$ cat src/rtl/triangle_divisor_search.sv
// Purpose: walks T(n)=n(n+1)/2 through an external divisor counter and stops at the first T whose divisor count exceeds threshold.
// Latency: start->busy 1 clk; per candidate 3 clks + counter run time; done 2 clks after the hit's fc_done sample.
// Backpressure: start is only sampled in IDLE; a busy search ignores start until done, and results hold until the next accepted start.
// Ports: start/threshold launch a search; busy/done/error/found_* report it;
//        fc_start/fc_value drive the divisor counter, fc_result/fc_done return its answer.
module triangle_divisor_search #(
    parameter int VALUE_W        = 32,
    parameter int TIMEOUT_CYCLES = 0
) (
    input  logic        clk,
    input  logic        rst_n,
    input  logic        start,
    input  logic [31:0] threshold,
    output logic        busy,
    output logic        done,
    output logic [1:0]  error,
    output logic [31:0] found_index,
    output logic [31:0] found_value,
    output logic [31:0] found_divisors,
    output logic        fc_start,
    output logic [31:0] fc_value,
    input  logic [31:0] fc_result,
    input  logic        fc_done
);

    typedef enum logic [2:0] {
        S_IDLE,
        S_ADVANCE,
        S_ISSUE,
        S_WAIT_CLR,
        S_WAIT_DONE,
        S_CHECK,
        S_FINISH
    } state_t;

    state_t             state;
    logic [31:0]        thr_q;
    logic [31:0]        n_q;
    logic [VALUE_W-1:0] t_q;
    logic [31:0]        wd_q;

    logic [31:0]        n_inc;
    logic [32:0]        t_wide;
    logic               ovf;
    logic               wd_hit;

    // Next triangular number at 33 bits; any bit at or above VALUE_W means
    // the accumulator cannot hold it. n+1 never exceeds T(n+1), so the
    // narrow-accumulator case is covered by the same test.
    assign n_inc  = n_q + 32'd1;
    assign t_wide = {1'b0, 32'(t_q)} + {1'b0, n_q} + 33'd1;
    assign ovf    = |t_wide[32:VALUE_W];

    // Fires on the TIMEOUT_CYCLES-th cycle spent waiting on the counter.
    assign wd_hit = (TIMEOUT_CYCLES != 0) && ((wd_q + 32'd1) == 32'(TIMEOUT_CYCLES));

    always_ff @(posedge clk or negedge rst_n) begin
        if (!rst_n) begin
            state          <= S_IDLE;
            busy           <= 1'b0;
            done           <= 1'b0;
            error          <= 2'd0;
            found_index    <= 32'd0;
            found_value    <= 32'd0;
            found_divisors <= 32'd0;
            fc_start       <= 1'b0;
            fc_value       <= 32'd0;
            thr_q          <= 32'd0;
            n_q            <= 32'd0;
            t_q            <= '0;
            wd_q           <= 32'd0;
        end else begin
            // Single-cycle pulse: low everywhere except the ISSUE cycle, so
            // the edge-triggered counter always sees a fresh rising edge.
            fc_start <= 1'b0;
            case (state)
                S_IDLE: begin
                    if (start) begin
                        thr_q <= threshold;
                        n_q   <= 32'd0;
                        t_q   <= '0;
                        done  <= 1'b0;
                        error <= 2'd0;
                        busy  <= 1'b1;
                        state <= S_ADVANCE;
                    end
                end
                S_ADVANCE: begin
                    n_q <= n_inc;
                    if (ovf) begin
                        error          <= 2'd1;
                        found_index    <= n_inc;
                        found_value    <= 32'd0;
                        found_divisors <= 32'd0;
                        state          <= S_FINISH;
                    end else begin
                        t_q      <= t_wide[VALUE_W-1:0];
                        fc_value <= t_wide[31:0];
                        fc_start <= 1'b1;
                        state    <= S_ISSUE;
                    end
                end
                S_ISSUE: begin
                    wd_q  <= 32'd0;
                    state <= S_WAIT_CLR;
                end
                S_WAIT_CLR: begin
                    // A done left high by the previous evaluation is stale;
                    // wait for the counter to acknowledge the new start.
                    wd_q <= wd_q + 32'd1;
                    if (!fc_done) begin
                        state <= S_WAIT_DONE;
                    end else if (wd_hit) begin
                        error          <= 2'd2;
                        found_index    <= n_q;
                        found_value    <= 32'd0;
                        found_divisors <= 32'd0;
                        state          <= S_FINISH;
                    end
                end
                S_WAIT_DONE: begin
                    wd_q <= wd_q + 32'd1;
                    if (fc_done) begin
                        state <= S_CHECK;
                    end else if (wd_hit) begin
                        error          <= 2'd2;
                        found_index    <= n_q;
                        found_value    <= 32'd0;
                        found_divisors <= 32'd0;
                        state          <= S_FINISH;
                    end
                end
                S_CHECK: begin
                    if (fc_result > thr_q) begin
                        found_index    <= n_q;
                        found_value    <= fc_value;
                        found_divisors <= fc_result;
                        state          <= S_FINISH;
                    end else begin
                        state <= S_ADVANCE;
                    end
                end
                S_FINISH: begin
                    done  <= 1'b1;
                    busy  <= 1'b0;
                    state <= S_IDLE;
                end
                default: state <= S_IDLE;
            endcase
        end
    end

endmodule

$ cat config.mk
export PLATFORM = sky130hd
export DESIGN_NAME = triangle_divisor_search
export DESIGN_NICKNAME = d
export VERILOG_FILES = /design/src/rtl/triangle_divisor_search.sv
export SDC_FILE = /design/constraint.sdc
export NUM_CORES = 1
export LEC_CHECK = 0
export ABC_AREA = 1
export BUFFER_PORTS_ARGS = -buffer_cell sky130_fd_sc_hd__buf_2
export CORE_MARGIN = 1.5
export CORE_UTILIZATION = 54
export CTS_BUF_LIST = sky130_fd_sc_hd__clkbuf_8
export DETAILED_ROUTE_END_ITERATION = 8
export PLACE_DENSITY_LB_ADDON = 0.3
export SLEW_MARGIN = 20
export SYNTH_ARGS = -nofsm -noshare
export SYNTH_HDL_FRONTEND = slang
export SYNTH_SLANG_ARGS = --single-unit
$ cat constraint.sdc
create_clock -name clk -period 2.26 [get_ports clk]
set_input_delay 0.678 -clock clk [delete_from_list [all_inputs] [get_ports clk]]
set_output_delay 0.678 -clock clk [all_outputs]
set_load 0.03 [all_outputs]
==> flow_metrics.tcl, run 1 <==
set metrics [dict create \
    path_class "reg -> reg" \
    finalClockSkew_ns 0.0286 \
    drive_gt1_frac 0.261 \
    antenna_found_initial 0 \
    clock-root-buffer "clkbuf_8" \
    clk_latency_ns 0.55 \
    grt_overflow_total 0 \
    die_y_um 157 \
    slew_headroom 0.612 \
    synthToLayoutAreaGrowth_pct 32.8 \
    final_nets 2175 \
    period_minus_slack_ns 2.38 \
    power_density_nw_per_um2 1270 \
    whs_ns 0.0403 \
    use_met2 0.556 \
    multi_input_area_um2 6510 \
    final_common_cell "nand2_1" \
    place_congestion 0.985 \
    syn_nets 1805 \
    vias_per_cell 5.54 \
    status "finished with violations" \
    die_area_um2 24600 \
    grt.total_usage 0.333 \
    synth.distinct_cells 41 \
    drtAntennaViolNets 0 \
    crit_path_start_kind "flip-flop" \
    worstPathArrival_ns 2.87 \
    mostFrequentLayoutCells "nand2_1 (507), nand3_1 (258), dfrtp_1 (230), buf_2 (198), buf_4 (164)" \
    violations "negative setup slack" \
    regArea_um2 5780 \
    rows 56 \
    p_leak_uw 0.00941 \
    peakVddDrop_mv 0.649 \
    rrSetupSlack_ns -0.12 \
    tightestPinTransition_ns 0.581 \
    ctsHtreeMaxLevel 2 \
    portBuffers 199 \
    clock_sinks 231 \
    core-area_um2 23300 \
    path_clk_slew_ns 0.07 \
    grt.busiest_layer "met2" \
    r2r-end "found_value[11]" \
    grt_pass1_vias 12609 \
    synthTopCellsByArea "dfrtp_1 (45%), nand2_1 (15%), nand3_1 (11%)" \
    slew_violations 0 \
    first_pass_iters 6 \
    setup_viol 157 \
    reg2reg_depth 17 \
    synth_area_leader_cell "dfrtp_1" \
    dieWidth_um 157 \
    required_ns 2.75 \
    ios 201 \
    ys_ff_latch 231 \
    rsz0062_at_grt "true" \
    fin_ws_ns -0.123 \
    use_met3 0.0570 \
    use_met1 0.433 \
    dr.first_iter.drc_count 1222 \
    fmax_mhz 420 \
    tritoncts "done" \
    nFillCells 1805 \
    placed_cells 2292 \
    drc_errors 0 \
    r2r_start "n_q[0]" \
    grt_max_degree 65 \
    max_cap_violations 0 \
    fin_crit_sh 1.05 \
    cts_buffer_depth 3 \
    hp-class "in -> async" \
    syn_area_per_cell_um2 7.66 \
    diodes 0 \
    netlist_area_um2 12800 \
    hold_viol_final 0 \
    wire_per_inst_um 17.7 \
    crit_fanout 5 \
    synth_warnings 0 \
    yosysSeqAreaShare 0.452 \
    hpwl_um 28800 \
    synth_top_area_share 0.452 \
    routed_wl_um 42200 \
    start_util 0.548 \
    final_cells 2388 \
    critPathCaptureType "flip-flop" \
    vias 13228 \
    cts_made_buffers 40 \
    synthCells 1671 \
    grt_pass1_wl_um 64100 \
]
report_power, final:
group / leakage, uW / switching [uW] / internal, uW
clock network: 0.000468 / 1740 / 2150
logic: 0.00583 / 6830 / 4190
registers: 0.00310 / 1070 / 5620
cell usage after synthesis (all sizes together):
cell type,instances
nor2,85
o21ai,115
nor3b,2
o22ai,7
dfrtp,231
o21a,3
conb,1
nand4,15
inv,142
ha,65
a21oi,54
xnor2,1
a31oi,2
nand3b,7
fa,1
or2,5
xor2,22
nor4,3
buf,35
clkbuf,34
nand2,519
nand3,284
o21bai,8
and3,2
a21o,6
nor3,22
cells by family (layout without fill, tap and decap cells):
family | count (synthesis) | after routing | share of synthesized area
fa+ha+maj | 66 | 66 | 0.0651
simple gates | 944 | 944 | 0.318
compound gates | 195 | 195 | 0.0811
flops | 231 | 231 | 0.452
other cells | 1 | 1 | 0.000293
buf+inv | 211 | 609 | 0.0680
xor+xnor | 23 | 23 | 0.0157
how the worst max path moves through the flow:
stage               cells past startpoint           from  slack, ns            endpoint
CTS                                    16         n_q[0]      -0.14  found_divisors[12]
finish                                 17         n_q[0]      -0.12     found_value[11]
global route                           17         n_q[0]      -0.21  found_divisors[22]
floorplan                              15         n_q[0]      0.009     found_index[17]
detailed placement                     14  fc_result[23]      -0.42     found_value[24]
global placement                       14  fc_result[23]      -0.35   found_divisors[7]
area by class of cell:
type	count	share of cell area
Clock inverter	22	0.00876
Sequential cell	231	0.340
Tap cell	319	0.0235
Multi-Input combinational cell	1229	0.383
Timing Repair Buffer	397	0.174
Inverter	142	0.0315
Clock buffer	48	0.0389
sequential cells by signal (all words and copies together), names as in the netlist, 3 cells and up:
register / cells
state: 3
found_value: 32
thr_q: 32
t_q: 32
found_divisors: 32
n_q: 32
fc_value: 32
found_index: 32
stage by stage:
step           TNS (ns)  total power (uW)  utilization  cell area (um^2)  setup WS (ns)
5_1_grt          -23.98             23000        0.728             17000         -0.214
4_1_cts          -10.28             21000        0.714             16700         -0.139
2_1_floorplan         0             12600            -             12800        0.00903
3_3_place_gp     -35.10             16400        0.659             15400         -0.349
6_report          -9.11             21600        0.728             17000         -0.123
3_5_place_dp     -42.83             16700        0.659             15400         -0.417
critical path: stages, from the launching register on:
cell and delay, ns:
dfrtp_1 0.35, inv_2 0.07, ha_4 0.17, fa_2 0.38, o21ai_4 0.18, nand2_2 0.07, nand2_2 0.09, nand2_2 0.05
nand2_2 0.09, nand2_4 0.07, nand2_4 0.08, nand2_8 0.08, nand2_8 0.11, buf_12 0.12, buf_12 0.13, buf_16 0.12
nand3_1 0.08, nand2_1 0.08
layer usage:
metal	vias up	part of all wire	wire length, um
met5	-	0	0
met1	6354	0.42	17700
li1	6253	-	-
met3	98	0.069	2920
met4	0	0.037	1540
met2	523	0.47	20000
what timing repair did:
| item | in CTS | in global routing |
|---|---|---|
| gates resized for setup | 43 | 54 |
| gates cloned | 6 | 4 |
| endpoints found under the setup margin | 162 | 163 |
| hold buffers | 0 | 0 |
| pin swaps | 11 | 21 |
| setup buffers | 10 | 9 |
Power figures use the tool's default switching activity.
==> run 2: changes to the inputs <==
CORE_MARGIN = 3   (was 1.5)
TNS_END_PERCENT = 1   (was default)
==> flow_metrics.tcl, run 2 (synthesis results as in run 1) <==
set metrics [dict create \
    wire_per_inst_um 19.4 \
    place_congestion 0.953 \
    fmax_mhz 429 \
    setup_viol 85 \
    final_nets 2197 \
    core-area_um2 23000 \
    use_met1 0.431 \
    portBuffers 199 \
    path_class "reg -> reg" \
    period_minus_slack_ns 2.33 \
    grt.busiest_layer "met2" \
    use_met2 0.547 \
    cts_buffer_depth 3 \
    final_cells 2405 \
    path_cells "ha_4 > a21oi_2 > o21ai_2 > nand2_1 > a21oi_2 > nor2_4 > nand2_4 > nand2_8 > buf_12 > buf_12 > nand3_1 > nand2_1" \
    cp_slowest_stage_delay_ns 0.47 \
    peakVddDrop_mv 0.792 \
    grt_overflow_total 0 \
    finalClockSkew_ns 0.0195 \
    path_clk_slew_ns 0.06 \
    drive_gt1_frac 0.304 \
    fin_crit_sh 1.03 \
    crit_fanout 14 \
    slew_headroom 0.637 \
    critPathCaptureType "flip-flop" \
    worstPathArrival_ns 2.76 \
    finalInstanceArea_um2 17700 \
    grt_pass1_wl_um 68100 \
    hp-class "in -> async" \
    grt.total_usage 0.326 \
    dr.first_iter.drc_count 1612 \
    start_util 0.557 \
    rows 55 \
    mostFrequentLayoutCells "nand2_1 (498), nand3_1 (228), dfrtp_1 (225), buf_2 (198), buf_4 (174)" \
    grt_max_degree 64 \
    rsz0062_at_grt "true" \
    die_y_um 160 \
    slew_violations 0 \
    tritoncts "done" \
    drtAntennaViolNets 0 \
    vias 13725 \
    cts_made_buffers 41 \
    max_cap_violations 0 \
    hold_viol_final 0 \
    ctsHtreeMaxLevel 2 \
    placed_cells 2304 \
    clock-root-buffer "clkbuf_8" \
    required_ns 2.68 \
    setup-tns-final_ns -1.49 \
    hpwl_um 30200 \
    routed_wl_um 46500 \
    status "finished with violations" \
    vias_per_cell 5.71 \
    ios 201 \
    drc_errors 0 \
    antenna_found_initial 0 \
    first_pass_iters 6 \
    power_density_nw_per_um2 1300 \
    diodes 0 \
    crit_path_start_kind "flip-flop" \
    clock_sinks 231 \
    finalPower_uw 23100 \
    clk_latency_ns 0.56 \
    synthToLayoutAreaGrowth_pct 38.4 \
    final_common_cell "nand2_1" \
    whs_ns 0.0604 \
    p_leak_uw 0.00962 \
    violations "negative setup slack" \
    cp_top_family "simple AND/OR/NAND/NOR gates" \
    grt_pass1_vias 13100 \
    use_met3 0.0501 \
    place_area_um2 15500 \
    slowest_stage "dfrtp_1" \
    dieWidth_um 160 \
    fin_ws_ns -0.0735 \
    path_buf_inv 2 \
    tightestPinTransition_ns 0.538 \
    die_area_um2 25600 \
]
==> run 2: area by class of cell <==
| type | count | area (um^2) |
|---|---|---|
| multi-input cells | 1230 | 6870 |
| fillers | 1704 | 5280 |
| clock buffers | 48 | 661 |
| well taps | 313 | 392 |
| repair buffers | 417 | 3220 |
| flip-flops and latches | 231 | 5790 |
| inverters | 142 | 533 |
| clock inverters | 24 | 243 |
==> run 2: timing repair <==
action / CTS / global route
gates resized for setup: 56 / 113
buffers inserted: 3 / 7
gates cloned: 3 / 16
endpoints found under the setup margin: 162 / 163
hold buffers: 0 / 0
pin swaps: 5 / 76
==> run 2: worst paths after layout <==
check | start | end | slack (ns) | cells past startpoint
min in group clk | threshold[6] | thr_q[6] | 0.33 | 3
max in group asynchronous | rst_n | found_value[18] | 1.47 | 2
max reg2reg | n_q[17] | found_value[7] | -0.07 | 12
max | n_q[17] | found_value[7] | -0.07 | 12
min reg2reg | done | done | 0.48 | 2
min | rst_n | thr_q[6] | 0.06 | 1
==> run 2: power breakdown <==
part / internal [uW] / total (uW) / switching (uW)
logic: 4690 / 11900 / 7180
clock network: 2520 / 4360 / 1850
registers: 5620 / 6850 / 1220
total: 12800 / 23100 / 10200
==> run 2: worst register-to-register path: stages, from the launching register on <==
cell and delay, ns:
dfrtp_1 0.47, ha_4 0.33, a21oi_2 0.07, o21ai_2 0.19, nand2_1 0.11, a21oi_2 0.22
nor2_4 0.08, nand2_4 0.10, nand2_8 0.10, buf_12 0.19, buf_12 0.16, nand3_1 0.11
nand2_1 0.08
==> run 2: stage by stage <==
step	worst slack, ns	util
3_3_place_gp	-0.347	0.675
3_5_place_dp	-0.432	0.675
2_1_floorplan	-0.0411	-
6_report	-0.0735	0.770
4_1_cts	-0.0219	0.729
5_1_grt	-0.192	0.770
==> run 2: per-layer routing <==
metal | part of all wire | vias to the layer above
met2 | 0.47 | 718
met4 | 0.041 | 0
met1 | 0.41 | 6563
met3 | 0.080 | 140
met5 | 0 | -
li1 | - | 6304
==> run 3: changes to the inputs <==
CAP_MARGIN = 20   (was default)
TNS_END_PERCENT = 100   (was 1)
==> flow_metrics.tcl, run 3 (synthesis results as in run 1) <==
set metrics [dict create \
    crit_fanout 3 \
    drtAntennaViolNets 0 \
    grt.busiest_layer "met2" \
    cp_slowest_stage_delay_ns 0.41 \
    crit_path_start_kind "flip-flop" \
    first_pass_iters 7 \
    max_cap_violations 0 \
    period_minus_slack_ns 2.44 \
    clock-root-buffer "clkbuf_8" \
    slew_violations 0 \
    tightestPinTransition_ns 0.606 \
    fin_ws_ns -0.185 \
    synthToLayoutAreaGrowth_pct 42.0 \
    diodes 0 \
    core-area_um2 23000 \
    grt_pass1_wl_um 69900 \
    slowest_stage "dfrtp_1" \
    rows 55 \
    grt_max_degree 64 \
    drc_errors 0 \
    tritoncts "done" \
    setup_viol 161 \
    antenna_found_initial 0 \
    holdBufCountCts 0 \
    vias_per_cell 5.79 \
    grt_overflow_total 0 \
    ctsHtreeMaxLevel 2 \
    final_common_cell "nand2_1" \
    grt.total_usage 0.339 \
    use_met1 0.427 \
    die_y_um 160 \
    slew_headroom 0.592 \
    critPathCaptureType "flip-flop" \
    hpwl_um 30600 \
    path_class "reg -> reg" \
    p_leak_uw 0.00977 \
    cp_top_family "compound AO/OA/AOI/OAI gates" \
    path_clk_slew_ns 0.07 \
    use_met2 0.575 \
    portBuffers 199 \
    crit_top_cell "nand2_1" \
    path_cells "buf_4 > ha_1 > nand2_1 > o21ai_0 > a21oi_1 > buf_4 > o21bai_1 > nand2_1 > nand3_1 > nand2_1 > nand3_4 > nand2_1" \
    finalPower_uw 23900 \
    rsz0062_at_grt "true" \
    multi_input_area_um2 7250 \
    path_buf_inv 2 \
    violations "negative setup slack" \
    routed_wl_um 48000 \
    mostFrequentLayoutCells "nand2_1 (454), dfrtp_1 (226), buf_2 (198), nand3_1 (193), buf_4 (163)" \
    use_met3 0.0607 \
    cts_made_buffers 39 \
    drive_gt1_frac 0.336 \
    regArea_um2 5790 \
    vias 13917 \
    hp-class "in -> async" \
    place_congestion 0.956 \
    die_area_um2 25600 \
    ios 201 \
    power_density_nw_per_um2 1320 \
    status "finished with violations" \
    clk_latency_ns 0.56 \
    start_util 0.557 \
    worstPathArrival_ns 2.87 \
    final_nets 2195 \
    peakVddDrop_mv 0.695 \
    grt_pass1_vias 13507 \
    required_ns 2.68 \
    dr.first_iter.drc_count 1283 \
    cts_buffer_depth 3 \
    wire_per_inst_um 20.0 \
    nFillCells 1534 \
    fmax_mhz 409 \
    dieWidth_um 160 \
    dp_slack_ns -0.382 \
    finalClockSkew_ns 0.0320 \
    fin_crit_sh 1.08 \
    hold_viol_final 0 \
    clock_sinks 231 \
]
[run 3: changes by cell type in the layout (fill, tap and decap cells not counted), moves of 5 or more]
cell	previous run	this run
nand2_2	17	46
nand2_4	2	17
buf_12	20	25
nand2_1	498	454
nor2_1	74	81
nand3_2	54	78
buf_4	174	163
nand3_4	2	13
nand3_1	228	193
nor2_2	8	3
[run 3: layout make-up]
type,instances,share of cell area
sequential,231,0.319
inverter,142,0.0296
multi-input combinational,1229,0.399
timing repair buffer,418,0.185
tap,313,0.0216
clock inverter,21,0.0104
clock buffer,48,0.0364
[run 3: path summary, 6_finish.rpt]
path | start | end | slack, ns | cells after the start
max | n_q[1] | fc_value[25] | -0.18 | 12
min | rst_n | found_divisors[6] | 0.02 | 1
max reg2reg | n_q[1] | fc_value[25] | -0.18 | 12
min reg2reg | found_index[17] | found_index[17] | 0.50 | 2
max in group asynchronous | rst_n | thr_q[25] | 1.49 | 2
min in group clk | threshold[19] | thr_q[19] | 0.33 | 3
[run 3: power breakdown]
part           switching, uW  internal [uW]  total (uW)
registers               1300           5620        6920
logic                   7830           5010       12800
clock network           1870           2290        4160
[run 3: routing by layer]
layer | vias up | share of wire
met5 | - | 0
met4 | 0 | 0.052
li1 | 6302 | -
met3 | 179 | 0.083
met1 | 6672 | 0.38
met2 | 764 | 0.48
[run 3: through the flow]
step | cells | util | setup TNS (ns) | instance area (um^2) | hold slack [ns]
after floorplan | 1671 | - | 0 | 12800 | 0.382
after detailed placement | 2292 | 0.671 | -38.88 | 15400 | 0.465
after global routing | 2402 | 0.790 | -30.90 | 18200 | 0.0266
after CTS | 2387 | 0.747 | -3.90 | 17200 | 0.0201
after global placement | 2292 | 0.671 | -32.31 | 15400 | 0.457
final | 2402 | 0.790 | -20.03 | 18200 | 0.0218
[run 3: timing repair]
item / in CTS / in global routing
setup buffers: 18 / 7
gates resized for setup: 108 / 169
cloned: 8 / 11
endpoints found under the setup margin: 162 / 163
pin swaps: 17 / 72
